File: src/rtl/banner_pkg.sv
// Shared types and constants for the scrolling banner controller:
// FSM state encoding, the blank display code and the UART protocol bytes.
package banner_pkg;

  typedef enum logic [1:0] {
    ST_EDIT,
    ST_COPY,
    ST_ACK
  } state_t;

  localparam logic [4:0] BLANK   = 5'd31;
  localparam logic [7:0] ACK_OK  = 8'h4B;
  localparam logic [7:0] ACK_ERR = 8'h45;
  localparam logic [7:0] CR      = 8'h0D;
  localparam logic [7:0] ESC     = 8'h1B;

  // Buffers are built at the largest supported depth so indices are always 4 bits.
  localparam int MAX_W = 16;

  function automatic logic is_printable(input logic [7:0] b);
    return (b >= 8'h20) && (b <= 8'h7E);
  endfunction

endpackage

File: src/rtl/ascii_to_code5.sv
// Maps an ASCII byte onto the 5-bit glyph code used by the LED mux:
// digits 0..9, letters A..U (either case) 10..30, everything else blank.
module ascii_to_code5
  import banner_pkg::*;
(
  input  logic [7:0] ascii,
  output logic [4:0] code
);

  always_comb begin
    code = BLANK;
    if (ascii >= 8'h30 && ascii <= 8'h39)
      code = 5'(ascii - 8'h30);
    else if (ascii >= 8'h41 && ascii <= 8'h55)
      code = 5'(ascii - 8'd55);
    else if (ascii >= 8'h61 && ascii <= 8'h75)
      code = 5'(ascii - 8'd87);
  end

endmodule

File: src/rtl/banner_ctrl.sv
// UART-fed scrolling banner: bytes are edited into a buffer, committed on CR
// into the display buffer, acknowledged over TX, and shown through a 6-wide window.
module banner_ctrl
  import banner_pkg::*;
#(
  parameter int TURNS = 25_000_000,
  parameter int W     = 10,
  parameter int CW    = 25
) (
  input  logic       clk,
  input  logic       rst_n,
  input  logic       rx_valid,
  input  logic [7:0] rx_data,
  output logic       rx_ready,
  output logic       tx_valid,
  output logic [7:0] tx_data,
  input  logic       tx_ready,
  output logic [4:0] in0,
  output logic [4:0] in1,
  output logic [4:0] in2,
  output logic [4:0] in3,
  output logic [4:0] in4,
  output logic [4:0] in5
);

  localparam int LW = 5;

  state_t          state;
  logic [LW-1:0]   elen, dlen, off, cnt;
  logic            ovf;
  logic [CW-1:0]   scnt;
  logic [4:0]      ebuf [MAX_W];
  logic [4:0]      dbuf [MAX_W];
  logic [4:0]      disp [6];
  logic [4:0]      disp_next [6];
  logic [LW-1:0]   sum [6];
  logic [LW-1:0]   idx [6];
  logic [4:0]      rx_code;
  logic            accept, tick, edit_write;

  ascii_to_code5 u_map (
    .ascii (rx_data),
    .code  (rx_code)
  );

  assign accept     = rx_valid && rx_ready;
  assign tick       = (scnt == CW'(TURNS - 1));
  assign edit_write = (state == ST_EDIT) && accept && is_printable(rx_data) && (elen < LW'(W));

  always_ff @(posedge clk or negedge rst_n) begin
    if (!rst_n) begin
      state    <= ST_EDIT;
      rx_ready <= 1'b1;
      elen     <= '0;
      dlen     <= '0;
      off      <= '0;
      cnt      <= '0;
      ovf      <= 1'b0;
      scnt     <= '0;
      tx_valid <= 1'b0;
      tx_data  <= 8'h00;
    end else begin
      scnt <= tick ? '0 : scnt + CW'(1);
      if (tick)
        off <= (dlen > LW'(6) && off != dlen - LW'(1)) ? off + LW'(1) : '0;

      case (state)
        ST_EDIT: begin
          if (accept) begin
            if (rx_data == ESC) begin
              elen <= '0;
              ovf  <= 1'b0;
            end else if (rx_data == CR) begin
              cnt      <= '0;
              rx_ready <= 1'b0;
              if (elen == '0) begin
                state    <= ST_ACK;
                tx_valid <= 1'b1;
                tx_data  <= ovf ? ACK_ERR : ACK_OK;
              end else begin
                state <= ST_COPY;
              end
            end else if (is_printable(rx_data)) begin
              if (elen < LW'(W))
                elen <= elen + LW'(1);
              else
                ovf <= 1'b1;
            end
          end
        end

        // The commit also restarts scrolling so a new message always begins at its head.
        ST_COPY: begin
          cnt <= cnt + LW'(1);
          if (cnt == elen - LW'(1)) begin
            dlen     <= elen;
            off      <= '0;
            scnt     <= '0;
            state    <= ST_ACK;
            tx_valid <= 1'b1;
            tx_data  <= ovf ? ACK_ERR : ACK_OK;
          end
        end

        ST_ACK: begin
          if (tx_ready) begin
            state    <= ST_EDIT;
            rx_ready <= 1'b1;
            tx_valid <= 1'b0;
            elen     <= '0;
            ovf      <= 1'b0;
          end
        end

        default: begin
          state    <= ST_EDIT;
          rx_ready <= 1'b1;
        end
      endcase
    end
  end

  always_ff @(posedge clk) begin
    if (edit_write)
      ebuf[elen[3:0]] <= rx_code;
    if (state == ST_COPY)
      dbuf[cnt[3:0]] <= ebuf[cnt[3:0]];
  end

  // off < dlen and k <= 5 < dlen, so one conditional subtract replaces the modulo.
  always_comb begin
    for (int k = 0; k < 6; k++) begin
      sum[k] = off + LW'(k);
      idx[k] = (sum[k] >= dlen) ? sum[k] - dlen : sum[k];
      if (dlen > LW'(6))
        disp_next[k] = dbuf[idx[k][3:0]];
      else if (LW'(k) < dlen)
        disp_next[k] = dbuf[4'(k)];
      else
        disp_next[k] = BLANK;
    end
  end

  // Frozen while COPY overwrites the display buffer underneath it.
  always_ff @(posedge clk or negedge rst_n) begin
    if (!rst_n) begin
      for (int k = 0; k < 6; k++)
        disp[k] <= BLANK;
    end else if (state != ST_COPY) begin
      for (int k = 0; k < 6; k++)
        disp[k] <= disp_next[k];
    end
  end

  assign in0 = disp[0];
  assign in1 = disp[1];
  assign in2 = disp[2];
  assign in3 = disp[3];
  assign in4 = disp[4];
  assign in5 = disp[5];

endmodule

File: config.mk
export PLATFORM = sky130hd
export DESIGN_NAME = banner_ctrl
export DESIGN_NICKNAME = d
export VERILOG_FILES = /design/src/rtl/banner_pkg.sv /design/src/rtl/ascii_to_code5.sv /design/src/rtl/banner_ctrl.sv
export SDC_FILE = /design/constraint.sdc
export NUM_CORES = 1
export LEC_CHECK = 0
export CORE_MARGIN = 2
export CORE_UTILIZATION = 45
export DETAILED_ROUTE_END_ITERATION = 7
export GPL_TIMING_DRIVEN = 1
export HOLD_SLACK_MARGIN = 0.05
export PLACE_DENSITY = 0.7
export SYNTH_ARGS = -nofsm -noshare
export SYNTH_HDL_FRONTEND = slang
export SYNTH_SLANG_ARGS = --single-unit
File: constraint.sdc
create_clock -name clk -period 4.9 [get_ports clk]
set_input_delay 0.98 -clock clk [delete_from_list [all_inputs] [get_ports clk]]
set_output_delay 0.98 -clock clk [all_outputs]
set_load 0.1 [all_outputs]
After elaboration in Yosys (flattened, before gate mapping). Memory sizes are Yosys's and may differ from the RTL's. Cells that the tools add are included.

Register bits: 88. Latch bits: 0. Bits in writable memories: 160. Bits in read-only memories: 0. Input bits: 12. Output and inout bits: 40. Logic and storage cells: 175. Memories: 2.

Add/subtract/negate cells: 19. Multipliers: 0. Divide/modulo/power cells: 0. Magnitude comparators: 22. Eq/ne operators: 18. Shifts and indexed selects: 0. Mux-type cells: 75. Bitwise operators: 1. Reduce and logical (&&, ||, !) cells: 22.

Memory list: dbuf (depth 16, width 5, read ports 12, clocked after Yosys merged registers in 0, wr ports 1, RTL line banner_ctrl.sv:33) `logic [4:0] dbuf [MAX_W];`; ebuf (depth 16, width 5, read ports 1, clocked after Yosys merged registers in 0, wr ports 1, RTL line banner_ctrl.sv:32) `logic [4:0] ebuf [MAX_W];`.

Operator list (count): 5-bit two-way mux (28); 25-bit two-way mux (3); 8-bit two-way mux (5); 5-bit >= comparator (6); 4-bit two-way mux (7); 25-bit by 1-bit adder with 25-bit output (second input constant) (1); 25-bit == test (second input constant) (1); 8-bit by 7-bit less-or-equal comparator with 1-bit output (second input constant) (3); 4-bit subtractor (6); 5-bit one-hot mux with 2 select lines (2); 1-bit two-way mux (19); 6-bit AND reduction (3); 8-bit by 6-bit >= comparator with 1-bit output (second input constant) (2); 8-bit by 7-bit >= comparator with 1-bit output (second input constant) (2); 8-bit one-hot mux with 2 select lines (1); 5-bit by 1-bit adder with 5-bit output (second input constant) (3); 5-bit subtractor (second input constant) (3); 2-bit two-way mux (6); 5-bit by 2-bit adder with 5-bit output (second input constant) (2); 5-bit by 3-bit adder with 5-bit output (second input constant) (2); 1-bit by 5-bit < comparator with 1-bit output (first input constant) (2); 2-bit by 5-bit < comparator with 1-bit output (first input constant) (2); 3-bit by 5-bit < comparator with 1-bit output (first input constant) (2); 5-bit AND reduction (2); other kinds (26) (44).

Logic depth before layout (Yosys ltp).
Depth after elaboration: 7. Mapped depth: 16. Gate-level depth less buffers: 13.

Modules after synthesis. A second synthesis with hierarchy kept.

Cells, all modules: 1464. Area total of the unflattened synthesis: 16104.2 µm².

By module, submodules not included: banner_ctrl (instances 1, cells each 1437, area an instance 15905.3 µm², seq. area each 6920.4 µm²); ascii_to_code5 (instances 1, cells each 27, area an instance 198.9 µm², seq. area each 0.0 µm²).

Least setup slack after synthesis. No wires, ideal clock.

Path kind: flip-flop to flip-flop. From: reg off[0]. To: reg disp (netlist bit in3[3]). Library setup time: 0.101 ns. Arrival: 3.448 ns. Required time: 4.799 ns. Path slack: 1.352 ns. Stages on the path, launching flop included: 17. Path buffers: 4. Period minus slack after synthesis: 3.548 ns. Cells stage by stage: dfrtp_1 > buf_2 > clkinv_1 > ha_1 > nand2b_1 > xnor2_1 > ha_1 > clkbuf_1 > a21o_1 > a211oi_1 > o211ai_2 > buf_2 > buf_2 > a211oi_1 > a211oi_1 > a2111oi_0 > a311oi_1.

Cells in the longest elaborated chain, start to end: 5. Elaborated cells on any way between the ends: 6. Those cells by class: add/sub: 2; order compare: 1; mux: 2; memory: 1.

Ends and longest elaborated chain: from (decl) (RTL line banner_ctrl.sv:29) `logic [LW-1:0] elen, dlen, off, cnt;`; from (signal assigned) (RTL line banner_ctrl.sv:65) `off <= (dlen > LW'(6) && off != dlen - LW'(1)) ? off + LW'(1) : '0;`; 5-bit by 2-bit adder with 5-bit output (*) (RTL line banner_ctrl.sv:133) `sum[k] = off + LW'(k);`; 4-bit subtractor / 5-bit >= comparator (equally long branches) (RTL line banner_ctrl.sv:134) `idx[k] = (sum[k] >= dlen) ? sum[k] - dlen : sum[k];`; 4-bit two-way mux (*) (RTL line banner_ctrl.sv:134); memory read 16 x 5 bit (*); 5-bit two-way mux (*) (RTL line banner_ctrl.sv:135) `if (dlen > LW'(6))`; to (signal, indexed assignment) (RTL line banner_ctrl.sv:151) `disp[k] <= disp_next[k];`; to (decl) (RTL line banner_ctrl.sv:34) `logic [4:0] disp [6];`.

Every way passes the cells marked *; elsewhere a longest branch is shown, timed or not. A chain may end at the register's enable or synchronous reset.

Worst setup path in the final report.
From: reg off[1]. To: reg disp (netlist bit in3[4]).

The elaborated chain is that of the path after synthesis.

==> results.ini <==
[route]
wire_per_inst_um=24.8
drtIter0Drc=1241
ant_nets=0
drc=0
drt_wl_total_um=49400
vias=12700
viasPerCell=6.39
detail_route.first_pass.iterations=5

[worst_setup_path]
worstPathRequired_ps=5370
cp_max_fo=14
endpoint_kind=flop
critPathTopFamily=compound AO/OA/AOI/OAI gates
critPathLaunch=off[1]
slowest_delay_ps=840
crit_arrival_ps=4950
start_kind=flop
r2r_start=off[1]
cp_common_cell=ha_1
crit_path_cell_trace=inv_1 > ha_1 > nand2b_1 > xnor2_1 > ha_1 > a21o_1 > nand3_1 > o21ai_0 > a211oi_2 > buf_4 > mux2i_1 > a221oi_1 > a2111oi_0 > o31ai_1
cp.buffers_inverters=2
crit_type=reg2reg
critPathSlowestCell=a2111oi_0

[hold_path]
min_path_type=in2async

[placement]
io_buffers=48
dp_hpwl_um=35600
dpl_worst_slack_ps=573
gp_congestion=0.978

[global_routing]
grt_pass1_vias=12200
grt_overflow=0
grt_max_degree=47
grt_first_pass_wirelength_um=75100
grt_antenna_before_repair=0
grt.total_usage_pct=26.9

[yosys]
ys.flop_type=edfxtp_1
synth_cell_types=80
synth_edf_count=160
synth-compound-area-share_pct=14.1
ys_ff_latch=243
synth_warnings=0
synth_top_family_by_area=multiplexers
synthMuxAreaShare_pct=20.9
synth_area_mm2=0.0160
synth_adder_area_share_pct=4.18
ys_seq_area_share_pct=43.3
synth_xor_xnor_area_share_pct=2.85
async_flop_share_pct=34.2
postSynthAreaPerCell_um2=10.9
yosys.area_share.simple_pct=11.0
synth_cells=1460

[floorplan]
coreArea_mm2=0.0353
die_h_um=192
initial_utilization_pct=45.3
rows=69
io_pins=52
die_w_um=192
die_area_mm2=0.0370

[clocking]
cts-root-buf=clkbuf_16
worstSkewPairLatency_ps=570
tritoncts=yes
htreeDepth=1
holdBufCountCts=0
path_clk_slew_ps=70
cts_setup_buffers=0
numCtsBuffers=27
clkSinkCount=243
cts_resized=0
clockBufferDepth=3

[timing]
period_needed_ps=4480
finalCritPeriodShare_pct=91.5
finalHoldViolCount=0
setup_viol=0
max_slew_margin_pct=22.9
setup_slack_ps=415
skew_ps=38.0
worstMarginPinSlew_ps=1160
setup_tns_ps=0
rsz0062_at_grt=no
fmax_ghz=0.223
slew_violations=0

[power]
cellLeakagePower_nw=7.01
power_frac_clock_pct=17.7
switchingPower_w=0.00511
swShare_pct=44.6
power_frac_seq_pct=26.1
max-vdd-ir-drop_uv=424
combPwrFrac_pct=56.2
p_int_w=0.00635
report.power.total_w=0.0115
pwr_density_cell_mw_per_mm2=638

[layout]
area_growth_pct=12.3
drive_above_1_share_pct=12.8
diodes=0
multi_input_area_mm2=0.00861
seqCellArea_mm2=0.00692
nNetsFinal=1578
fillers=3056

[status]
status=completed

[run]
cap_viol_max_count=0

[per-stage QoR]
| stage | hold WS, ps | util (%) | area, µm² | std cells |
|---|---|---|---|---|
| global placement | 476 | 48.4 | 17100 | 1947 |
| CTS | 466 | 50.8 | 18000 | 1995 |
| detailed placement | 489 | 48.4 | 17100 | 1947 |
| global route | 490 | 50.8 | 18000 | 1995 |
| finish | 458 | 50.8 | 18000 | 1995 |
| floorplan | 456 | - | 16100 | 1482 |
[power by group through the flow]
| stage | Clock (W) | Sequential [W] | Combinational, W |
|---|---|---|---|
| 2_1_floorplan | 0 | 0.00332 | 0.00447 |
| 3_3_place_gp | 0 | 0.00302 | 0.00626 |
| 3_5_place_dp | 0 | 0.00303 | 0.00634 |
| 4_1_cts | 0.00207 | 0.00299 | 0.00637 |
| 5_1_grt | 0.00215 | 0.00303 | 0.00685 |
| 6_report | 0.00203 | 0.00299 | 0.00644 |
[layout by cell type (no fill, tap or decap), types with 23 or more instances in the layout]
master,count
dfstp_2,31
nand2_1,93
mux2i_1,224
clkdlybuf4s50_1,47
dfrtp_1,52
clkbuf_16,27
edfxtp_1,160
o21ai_0,51
mux4_2,36
buf_4,41
inv_1,40
nand2b_1,24
xor2_1,30
conb_1,23
ha_1,47
a211oi_1,24
o22ai_1,28
nand3_1,39
nor2_1,103
a21oi_1,78
[cells by family after synthesis]
group | after synthesis
simple gates | 363
fa+ha+maj | 51
buf+inv | 127
compound gates | 337
xor+xnor | 52
other cells | 1
flops | 243
mux | 286
[path summary, 6_finish.rpt]
kind                       slack, ps  cells past startpoint        to
setup / recovery                 420                     14    in3[4]
hold / removal                   460                      1  scnt[20]
setup reg to reg                 420                     14    in3[4]
hold reg to reg                  500                      2    in3[4]
max in group asynchronous       3370                      2   elen[2]
min in group clk                 500                      2    in3[4]
[synthesized netlist by cell type (9+ instances only)]
master / number / share of area (%)
a211oi_1: 26 / 1.2
a21o_1: 11 / 0.52
a21oi_1: 78 / 2.4
a221oi_1: 16 / 0.88
a22oi_1: 22 / 1.0
a311oi_1: 10 / 0.55
a31oi_1: 14 / 0.55
and2_1: 21 / 0.82
buf_2: 30 / 0.94
clkbuf_1: 40 / 0.94
dfrtp_1: 52 / 8.1
dfstp_2: 31 / 5.1
edfxtp_1: 160 / 30
ha_1: 47 / 3.7
inv_1: 40 / 0.94
mux2_2: 22 / 1.5
mux2i_1: 226 / 14
mux4_2: 36 / 5.1
nand2_1: 93 / 2.2
nand2b_1: 24 / 0.94
nand3_1: 40 / 1.3
nand4_1: 9 / 0.35
nor2_1: 103 / 2.4
nor3_1: 14 / 0.44
o211ai_1: 18 / 0.85
o21a_1: 9 / 0.42
o21ai_0: 51 / 1.6
o22ai_1: 28 / 1.1
or3_1: 10 / 0.39
xnor2_1: 22 / 1.2
xor2_1: 30 / 1.6
[area by class of cell]
class,count,share of cell area (%)
clock buffers,30,3.83
multi-input cells,1112,47.9
clock inverters,18,1.06
repair buffers,90,4.56
flip-flops and latches,243,38.5
inverters,41,0.857
well taps,461,3.21
[flip-flops by register name (all words and copies together) (netlist names), 5 cells and up]
signal and cells:
cnt 5, dbuf 80, dlen 5, ebuf 80, elen 5, in0 5, in1 5, in2 5
in3 5, in4 5, in5 5, off 5, scnt 25
[metal layers]
metal  part of all wire [%]  global-route usage [%]  up-vias
li1                       -                       -     5679
met1                     42                    36.9     6332
met2                     46                    42.8      609
met3                    7.6                    3.51      127
met4                    4.5                    11.9        0
met5                      0                       0        -
Note: power is estimated with default switching activity, not from simulation.
